File: config.mk
export PLATFORM = sky130hd
export DESIGN_NAME = morse_player
export DESIGN_NICKNAME = d
export VERILOG_FILES = /design/src/rtl/morse_pkg.sv /design/src/rtl/unit_timer.sv /design/src/rtl/morse_player.sv
export SDC_FILE = /design/constraint.sdc
export NUM_CORES = 1
export LEC_CHECK = 0
export ABC_AREA = 0
export CELL_PAD_IN_SITES_DETAIL_PLACEMENT = 1
export CELL_PAD_IN_SITES_GLOBAL_PLACEMENT = 2
export CORE_MARGIN = 2
export CORE_UTILIZATION = 40
export CTS_BUF_LIST = sky130_fd_sc_hd__clkbuf_8
export DETAILED_ROUTE_END_ITERATION = 8
export PLACE_DENSITY = 0.88
export SLEW_MARGIN = 20
export SYNTH_ARGS = -nofsm -noshare
export SYNTH_HDL_FRONTEND = slang
export SYNTH_SLANG_ARGS = --single-unit
File: constraint.sdc
create_clock -name clock -period 3.71 [get_ports clock]
set_input_delay 0.742 -clock clock [delete_from_list [all_inputs] [get_ports clock]]
set_output_delay 0.742 -clock clock [all_outputs]
set_load 0.05 [all_outputs]
File: src/rtl/morse_pkg.sv
// Shared Morse constants and player state encoding, used by both the player and the capture side.
package morse_pkg;

  localparam int unsigned MORSE_CODE_WIDTH = 20;
  localparam logic [1:0]  MORSE_DOT        = 2'b10;
  localparam logic [3:0]  MORSE_LINE       = 4'b1110;

  typedef logic [2:0] player_state_t;

  localparam player_state_t StIdle = 3'd0;
  localparam player_state_t StSeek = 3'd1;
  localparam player_state_t StEmit = 3'd2;
  localparam player_state_t StGap  = 3'd3;
  localparam player_state_t StDone = 3'd4;

endpackage

File: src/rtl/unit_timer.sv
// Loadable down-counter with a zero flag; holds at zero until reloaded.
module unit_timer #(
  parameter int unsigned Width = 4
) (
  input  logic             clock,
  input  logic             reset,
  input  logic             load,
  input  logic [Width-1:0] load_value,
  input  logic             enable,
  output logic             zero
);

  logic [Width-1:0] count_q;

  always_ff @(posedge clock or posedge reset) begin
    if (reset) begin
      count_q <= '0;
    end else if (load) begin
      count_q <= load_value;
    end else if (enable && (count_q != '0)) begin
      count_q <= count_q - Width'(1);
    end
  end

  assign zero = (count_q == '0);

endmodule

File: src/rtl/morse_player.sv
// Plays a right-aligned packed Morse word as timed on/off units followed by an inter-letter gap.
module morse_player
  import morse_pkg::*;
#(
  parameter int unsigned CODE_WIDTH = MORSE_CODE_WIDTH,
  parameter int unsigned UNIT_TICKS = 25000000,
  parameter int unsigned GAP_UNITS  = 3
) (
  input  logic                  clock,
  input  logic                  reset,
  input  logic                  start,
  input  logic [CODE_WIDTH-1:0] code,
  output logic                  signal,
  output logic                  busy,
  output logic                  done
);

  localparam int unsigned GapTicks = GAP_UNITS * UNIT_TICKS;
  localparam int unsigned TickW    = (GapTicks > 1) ? $clog2(GapTicks) : 1;
  localparam int unsigned CntW     = $clog2(CODE_WIDTH + 1);

  localparam logic [TickW-1:0] UnitLoad = TickW'(UNIT_TICKS - 1);
  localparam logic [TickW-1:0] GapLoad  = TickW'(GapTicks - 1);
  localparam logic [CntW-1:0]  CntInit  = CntW'(CODE_WIDTH);

  player_state_t         state_q, state_d;
  logic [CODE_WIDTH-1:0] shreg_q, shreg_d;
  logic [CntW-1:0]       bitcnt_q, bitcnt_d;
  logic                  signal_q, signal_d;

  logic             tick_load;
  logic [TickW-1:0] tick_value;
  logic             tick_en;
  logic             tick_zero;

  unit_timer #(
    .Width (TickW)
  ) u_unit_timer (
    .clock      (clock),
    .reset      (reset),
    .load       (tick_load),
    .load_value (tick_value),
    .enable     (tick_en),
    .zero       (tick_zero)
  );

  always_ff @(posedge clock or posedge reset) begin
    if (reset) begin
      state_q  <= StIdle;
      shreg_q  <= '0;
      bitcnt_q <= '0;
      signal_q <= 1'b0;
    end else begin
      state_q  <= state_d;
      shreg_q  <= shreg_d;
      bitcnt_q <= bitcnt_d;
      signal_q <= signal_d;
    end
  end

  always_comb begin
    state_d    = state_q;
    shreg_d    = shreg_q;
    bitcnt_d   = bitcnt_q;
    signal_d   = 1'b0;
    tick_load  = 1'b0;
    tick_value = UnitLoad;
    tick_en    = 1'b0;

    unique case (state_q)
      StIdle: begin
        if (start) begin
          shreg_d  = code;
          bitcnt_d = CntInit;
          state_d  = StSeek;
        end
      end
      StSeek: begin
        // An all-zero word runs out of bits here and skips the gap entirely.
        if (bitcnt_q == '0) begin
          state_d = StDone;
        end else if (shreg_q[CODE_WIDTH-1]) begin
          tick_load = 1'b1;
          state_d   = StEmit;
        end else begin
          shreg_d  = shreg_q << 1;
          bitcnt_d = bitcnt_q - CntW'(1);
        end
      end
      StEmit: begin
        signal_d = shreg_q[CODE_WIDTH-1];
        if (tick_zero) begin
          shreg_d   = shreg_q << 1;
          bitcnt_d  = bitcnt_q - CntW'(1);
          tick_load = 1'b1;
          if (bitcnt_q == CntW'(1)) begin
            tick_value = GapLoad;
            state_d    = StGap;
          end
        end else begin
          tick_en = 1'b1;
        end
      end
      StGap: begin
        if (tick_zero) begin
          state_d = StDone;
        end else begin
          tick_en = 1'b1;
        end
      end
      StDone: begin
        state_d = StIdle;
      end
      default: begin
        state_d = StIdle;
      end
    endcase
  end

  assign signal = signal_q;
  assign busy   = (state_q != StIdle) && (state_q != StDone);
  assign done   = (state_q == StDone);

endmodule
==> results.toml, run 1 <==
[floorplan]
core_area_sq_um = 7650
die_w_um = 92.6
pin_count = 26
rows = 32
dieArea_sq_um = 8570
die_h_um = 92.6
start_util_pct = 41.0

[yosys]
synth-edff-count = 0
syn_inst = 309
synth-warning-count = 0
avgSynthCellArea_sq_um = 10.2
yosysSeqAreaShare_pct = 44.7
ys_seq_elements = 56
synth_ff_type = "dfrtp_1"
synth_fp_nets = 337
syn_area_sq_um = 3140
async_flop_share_pct = 100
synth_cell_types = 57
synthTopCellsByArea = "dfrtp_1 45%, o21ai_0 4.5%, mux2i_1 4.1%, a221o_1 2.9%, or3_1 2.4%"
synth_top_area_share_pct = 44.7
yosysTopAreaCell = "dfrtp_1"

[clock_tree]
clk_path_buf_depth = 2
cts_sinks = 56
clk_pin_slew_ps = 100
cts_resized = 0
cts_buffers = 5
clk_latency_ps = 310
root_buffer = "clkbuf_8"
cts_tree = "built"
htreeDepth = 2
holdBufCountCts = 0
cts_setup_buffers = 0

[worst_setup_path]
cp-end-kind = "primary output"
critPathSlowestCell = "clkdlybuf4s50_1"
crit_fanout = 12
cp.arrival_ps = 2090
reg2regPathDepth = 7
r2r_end = "shreg_q[10]"
worstSetupStartpoint = "state_q[0]"
path_cells = "or2_2 -> nor2_1 -> clkdlybuf4s50_1"
rrSetupSlack_ps = 1010
required_ps = 2970
crit_type = "reg -> out"
max_stage_delay_ps = 800
cp-start-kind = "flop"
endpoint = "done"
worstReg2RegStart = "u_unit_timer.count_q[0]"

[final_layout]
nNetsFinal = 359
area_growth_pct = 13.6
antenna_cells = 0
layout-drive-gt1-share_pct = 10.5
n_fill_cell = 861

[placed_design]
placement.io_buffers = 25
place_congestion = 0.774
place_hpwl_um = 5320

[global_routing]
grt_pass1_vias = 2599
antenna_found_initial = 0
grt_max_degree = 27
track_usage_pct = 18.9
grt_pass1_wl_um = 13000
overflow = 0

[route]
avgViaCountPerCell = 5.81
post_drt_wl_per_cell_um = 17.4
first_pass_iters = 4
vias = 2521
antenna_left = 0
drc_errors = 0
first_iter_violations = 87
wl_um = 7530

[worst_hold_path]
hold_depth = 1
hold_class = "reg -> reg"

[pwr]
peakVddDrop_mv = 0.268
netSwitchingPower_uw = 976
powerDensity_nw_per_um2 = 666
pwr-share-comb_pct = 41.5
p_leak_nw = 1.42
sw_frac_of_total_pct = 41.2
seq_power_share_pct = 43.9
pwr-share-clk_pct = 14.6
p_int_mw = 1.40

[job]
cap_viol_max_count = 0

[timing]
rsz0062_at_grt = "no"
setup_violations = 0
clock.fmax_ghz = 0.353
fin_crit_sh_pct = 76.3
holdWs_ps = 520
relSlewSlack_pct = 51.3
timing.setup.tns_ps = 0
skew_ps = 8.48
period_needed_ps = 2830
tightest_slew_ps = 720
maxSlewViolCount = 0
final_hold_viol_count = 0

[run_status]
outcome = "completed"
[worst max-delay path: cells and delay by family, from the launching register on]
family                 cells  cell delay, ps
and+or+nand+nor            2             460
DFF                        1             520
buffers and inverters      1             800
[state kept, by name (all words and copies together) (netlist names)]
signal / count
u_unit_timer.count_q: 27
shreg_q: 20
bitcnt_q: 5
state_q: 3
signal: 1
[metal layers]
metal | wire length [um] | up-vias | part of all wire, % | track usage, %
met5 | 0 | - | 0 | 0
met4 | 115 | 0 | 1.5 | 5.85
met3 | 154 | 12 | 2.0 | 2.44
met2 | 3840 | 30 | 51 | 33.3
met1 | 3420 | 1279 | 45 | 24.0
li1 | - | 1200 | - | -
[cell families (layout without fill, tap and decap cells)]
logic type,Yosys count,count (layout),share of synthesized area (%)
muxes,14,14,4.51
buffers and inverters,25,48,3.87
and+or+nand+nor,119,119,24.7
AOI/OAI and AO/OA,82,82,18.1
adders and majority gates,5,5,1.99
xor gates and xnor gates,8,8,2.23
DFF,56,56,44.7
[worst min-delay path by stage]
stage          slack (ps)                      end                    start
2_1_floorplan         470  u_unit_timer.count_q[6]  u_unit_timer.count_q[6]
3_3_place_gp          490               shreg_q[6]               shreg_q[5]
3_5_place_dp          500               shreg_q[0]               shreg_q[0]
4_1_cts               520               shreg_q[6]               shreg_q[5]
5_1_grt               540               shreg_q[6]               shreg_q[5]
6_report              520               shreg_q[0]               shreg_q[0]
[layout by cell type, fill, tap and decap left out, types with 3 or more instances in the layout]
| master | instances |
|---|---|
| o211ai_1 | 3 |
| nor2_1 | 14 |
| nor3_4 | 3 |
| a31oi_1 | 5 |
| inv_1 | 10 |
| nor2b_1 | 3 |
| nor4_1 | 8 |
| xnor2_1 | 4 |
| xor2_1 | 4 |
| clkdlybuf4s50_1 | 25 |
| a221o_1 | 9 |
| nand2_1 | 15 |
| nor3_1 | 11 |
| nand3_1 | 5 |
| a211oi_1 | 3 |
| nor3b_1 | 3 |
| or3_1 | 12 |
| and2_1 | 11 |
| or2_2 | 6 |
| mux2i_1 | 13 |
| nand4_1 | 4 |
| o31ai_1 | 6 |
| clkbuf_8 | 6 |
| a21oi_1 | 13 |
| buf_4 | 6 |
| nand3b_1 | 3 |
| or4_1 | 4 |
| ha_1 | 5 |
| o21ai_0 | 28 |
| dfrtp_1 | 56 |
[synthesized netlist by cell type, types with 4 or more instances]
library cell / count
mux2i_1: 13
o21ai_0: 28
xor2_1: 4
or3_1: 12
or4_1: 4
inv_1: 9
o31ai_1: 6
nand4_1: 4
a21oi_1: 13
a31oi_1: 5
nor4_1: 8
nand3_1: 5
and2_1: 11
xnor2_1: 4
a221o_1: 9
nor2_1: 14
buf_2: 4
dfrtp_1: 56
or2_2: 6
clkbuf_1: 9
nand2_1: 15
nor3_1: 11
ha_1: 5
[power groups by stage]
stage / sequential [mW] / combinational (mW) / clock (mW)
2_1_floorplan: 0.984 / 0.785 / 0
3_3_place_gp: 1.04 / 0.947 / 0
3_5_place_dp: 1.05 / 0.983 / 0
4_1_cts: 1.04 / 0.995 / 0.358
5_1_grt: 1.07 / 1.10 / 0.377
6_report: 1.04 / 0.985 / 0.345
[area by class of cell]
class	instances	area [sq um]	share of cell area [%]
Multi-Input combinational cell	228	1610	45.3
Sequential cell	56	1400	39.3
Timing Repair Buffer	31	295	8.29
Tap cell	102	128	3.58
Clock buffer	6	82.6	2.32
Inverter	9	33.8	0.948
Clock inverter	2	7.51	0.211
[stage by stage]
step                instance area (sq um)  util, %  worst slack (ps)  instances  power (mW)
floorplan                            3140        -              1270        309        1.77
global placement                     3470     45.4               990        426        1.99
detailed placement                   3470     45.4               974        426        2.03
CTS                                  3560     46.6               864        434        2.40
global route                         3560     46.6               801        434        2.55
finish                               3560     46.6               880        434        2.37
No activity file was read; power rests on OpenSTA's default activity.
==> run 2, diff against run 1 <==
Settings changed: CORE_UTILIZATION 40 to 39, PLACE_DENSITY 0.88 to 0.86.
Clock period 3.71 ns to 2.73 ns, I/O delays scaled along.
==> results.toml, run 2 (synthesis results as in run 1) <==
[worst_hold_path]
hold_class = "reg -> reg"
hold_end = "shreg_q[6]"
hp-start = "shreg_q[5]"
hold_depth = 1

[global_routing]
grt_max_degree = 34
overflow = 0
grt_pass1_vias = 2681
grt_pass1_wl_um = 13500
track_usage_pct = 19.3
antenna_found_initial = 0

[clock_tree]
htreeDepth = 2
cts_setup_buffers = 0
cts_buffers = 5
clk_path_buf_depth = 2
cts_tree = "built"
cts_resized = 0
cts_sinks = 56
root_buffer = "clkbuf_8"
clk_latency_ps = 310
holdBufCountCts = 0
clk_pin_slew_ps = 100

[pwr]
powerDensity_nw_per_um2 = 910
peakVddDrop_mv = 0.560
p_leak_nw = 1.52

[placed_design]
place_congestion = 0.752
placed_area_sq_um = 3600
place_hpwl_um = 5750
placement.io_buffers = 25

[worst_setup_path]
crit_type = "reg -> reg"
cp-start-kind = "flop"
required_ps = 2930
cp-end-kind = "flop"
crit_fanout = 17
r2r_end = "shreg_q[12]"
reg2regPathDepth = 5
worstReg2RegStart = "u_unit_timer.count_q[14]"
cp.arrival_ps = 2820
rrSetupSlack_ps = 110

[route]
first_pass_iters = 4
antenna_left = 0
post_drt_wl_per_cell_um = 17.2
first_iter_violations = 80
avgViaCountPerCell = 5.82
vias = 2615
wl_um = 7720
drc_errors = 0

[floorplan]
core_area_sq_um = 7770
dieArea_sq_um = 8780
pin_count = 26
start_util_pct = 40.4
rows = 32
die_w_um = 93.7
die_h_um = 93.7

[timing]
tightest_slew_ps = 651
maxSlewViolCount = 0
period_needed_ps = 2620
relSlewSlack_pct = 55.5
clock.fmax_ghz = 0.381
fin_crit_sh_pct = 96.0
rsz0062_at_grt = "no"
skew_ps = 4.10
timing.setup.tns_ps = 0
final_hold_viol_count = 0
setup_violations = 0

[final_layout]
final_cell_mix = "56 x dfrtp_1, 28 x o21ai_0, 24 x clkdlybuf4s50_1"
antenna_cells = 0
largest_register_ffs = 27
final_common_cell = "dfrtp_1"
top_register = "u_unit_timer.count_q"
design_area_sq_um = 3710
layout-drive-gt1-share_pct = 15.0
largestRegisters = "u_unit_timer.count_q x27, shreg_q x20, bitcnt_q x5"
area_growth_pct = 18.3
nNetsFinal = 374

[run_status]
outcome = "completed"

[job]
cap_viol_max_count = 0
-- run 2: layer usage --
layer	GRT usage, %	up-vias	part of all wire, %
met3	2.97	7	1.9
met1	25.7	1345	45
met2	32.6	25	52
li1	-	1238	-
met5	0	-	0
met4	5.43	0	1.1
-- run 2: through the flow --
stage               hold slack, ps  utilization [%]  setup WS (ps)  cells  power [mW]
detailed placement             497             46.3            128    441        2.85
CTS                            520             47.7           72.7    449        3.42
floorplan                      470                -            433    309        2.40
global placement               481             46.3            213    441        2.79
finish                         515             47.8            108    449        3.38
global route                   543             47.8           19.5    449        3.64
-- run 2: final cells by class --
cell class / count / area, sq um
Clock inverter: 3 / 42.5
Timing Repair Buffer: 46 / 423
Inverter: 9 / 33.8
Sequential cell: 56 / 1400
Multi-Input combinational cell: 228 / 1610
Tap cell: 102 / 128
Clock buffer: 5 / 68.8
Fill cell: 908 / 4060
-- run 2: critical path: stages (launching register included) --
cell     delay, ps
dfrtp_1        410
or4_4          580
or3_1          580
o21ai_4        270
nand2_2        240
a221o_1        420
-- run 2: worst max path at each step --
stage                                   from     endpoint  depth (start not counted)
floorplan           u_unit_timer.count_q[14]  shreg_q[10]                          7
global placement    u_unit_timer.count_q[14]   shreg_q[8]                          5
detailed placement  u_unit_timer.count_q[14]  shreg_q[10]                          5
CTS                               state_q[0]         done                          3
global route        u_unit_timer.count_q[14]   shreg_q[9]                          5
finish              u_unit_timer.count_q[14]  shreg_q[12]                          5
-- run 2: where the power goes --
part,switching [mW],internal (mW)
combinational,0.773,0.643
sequential,0.283,1.13
clock,0.282,0.272
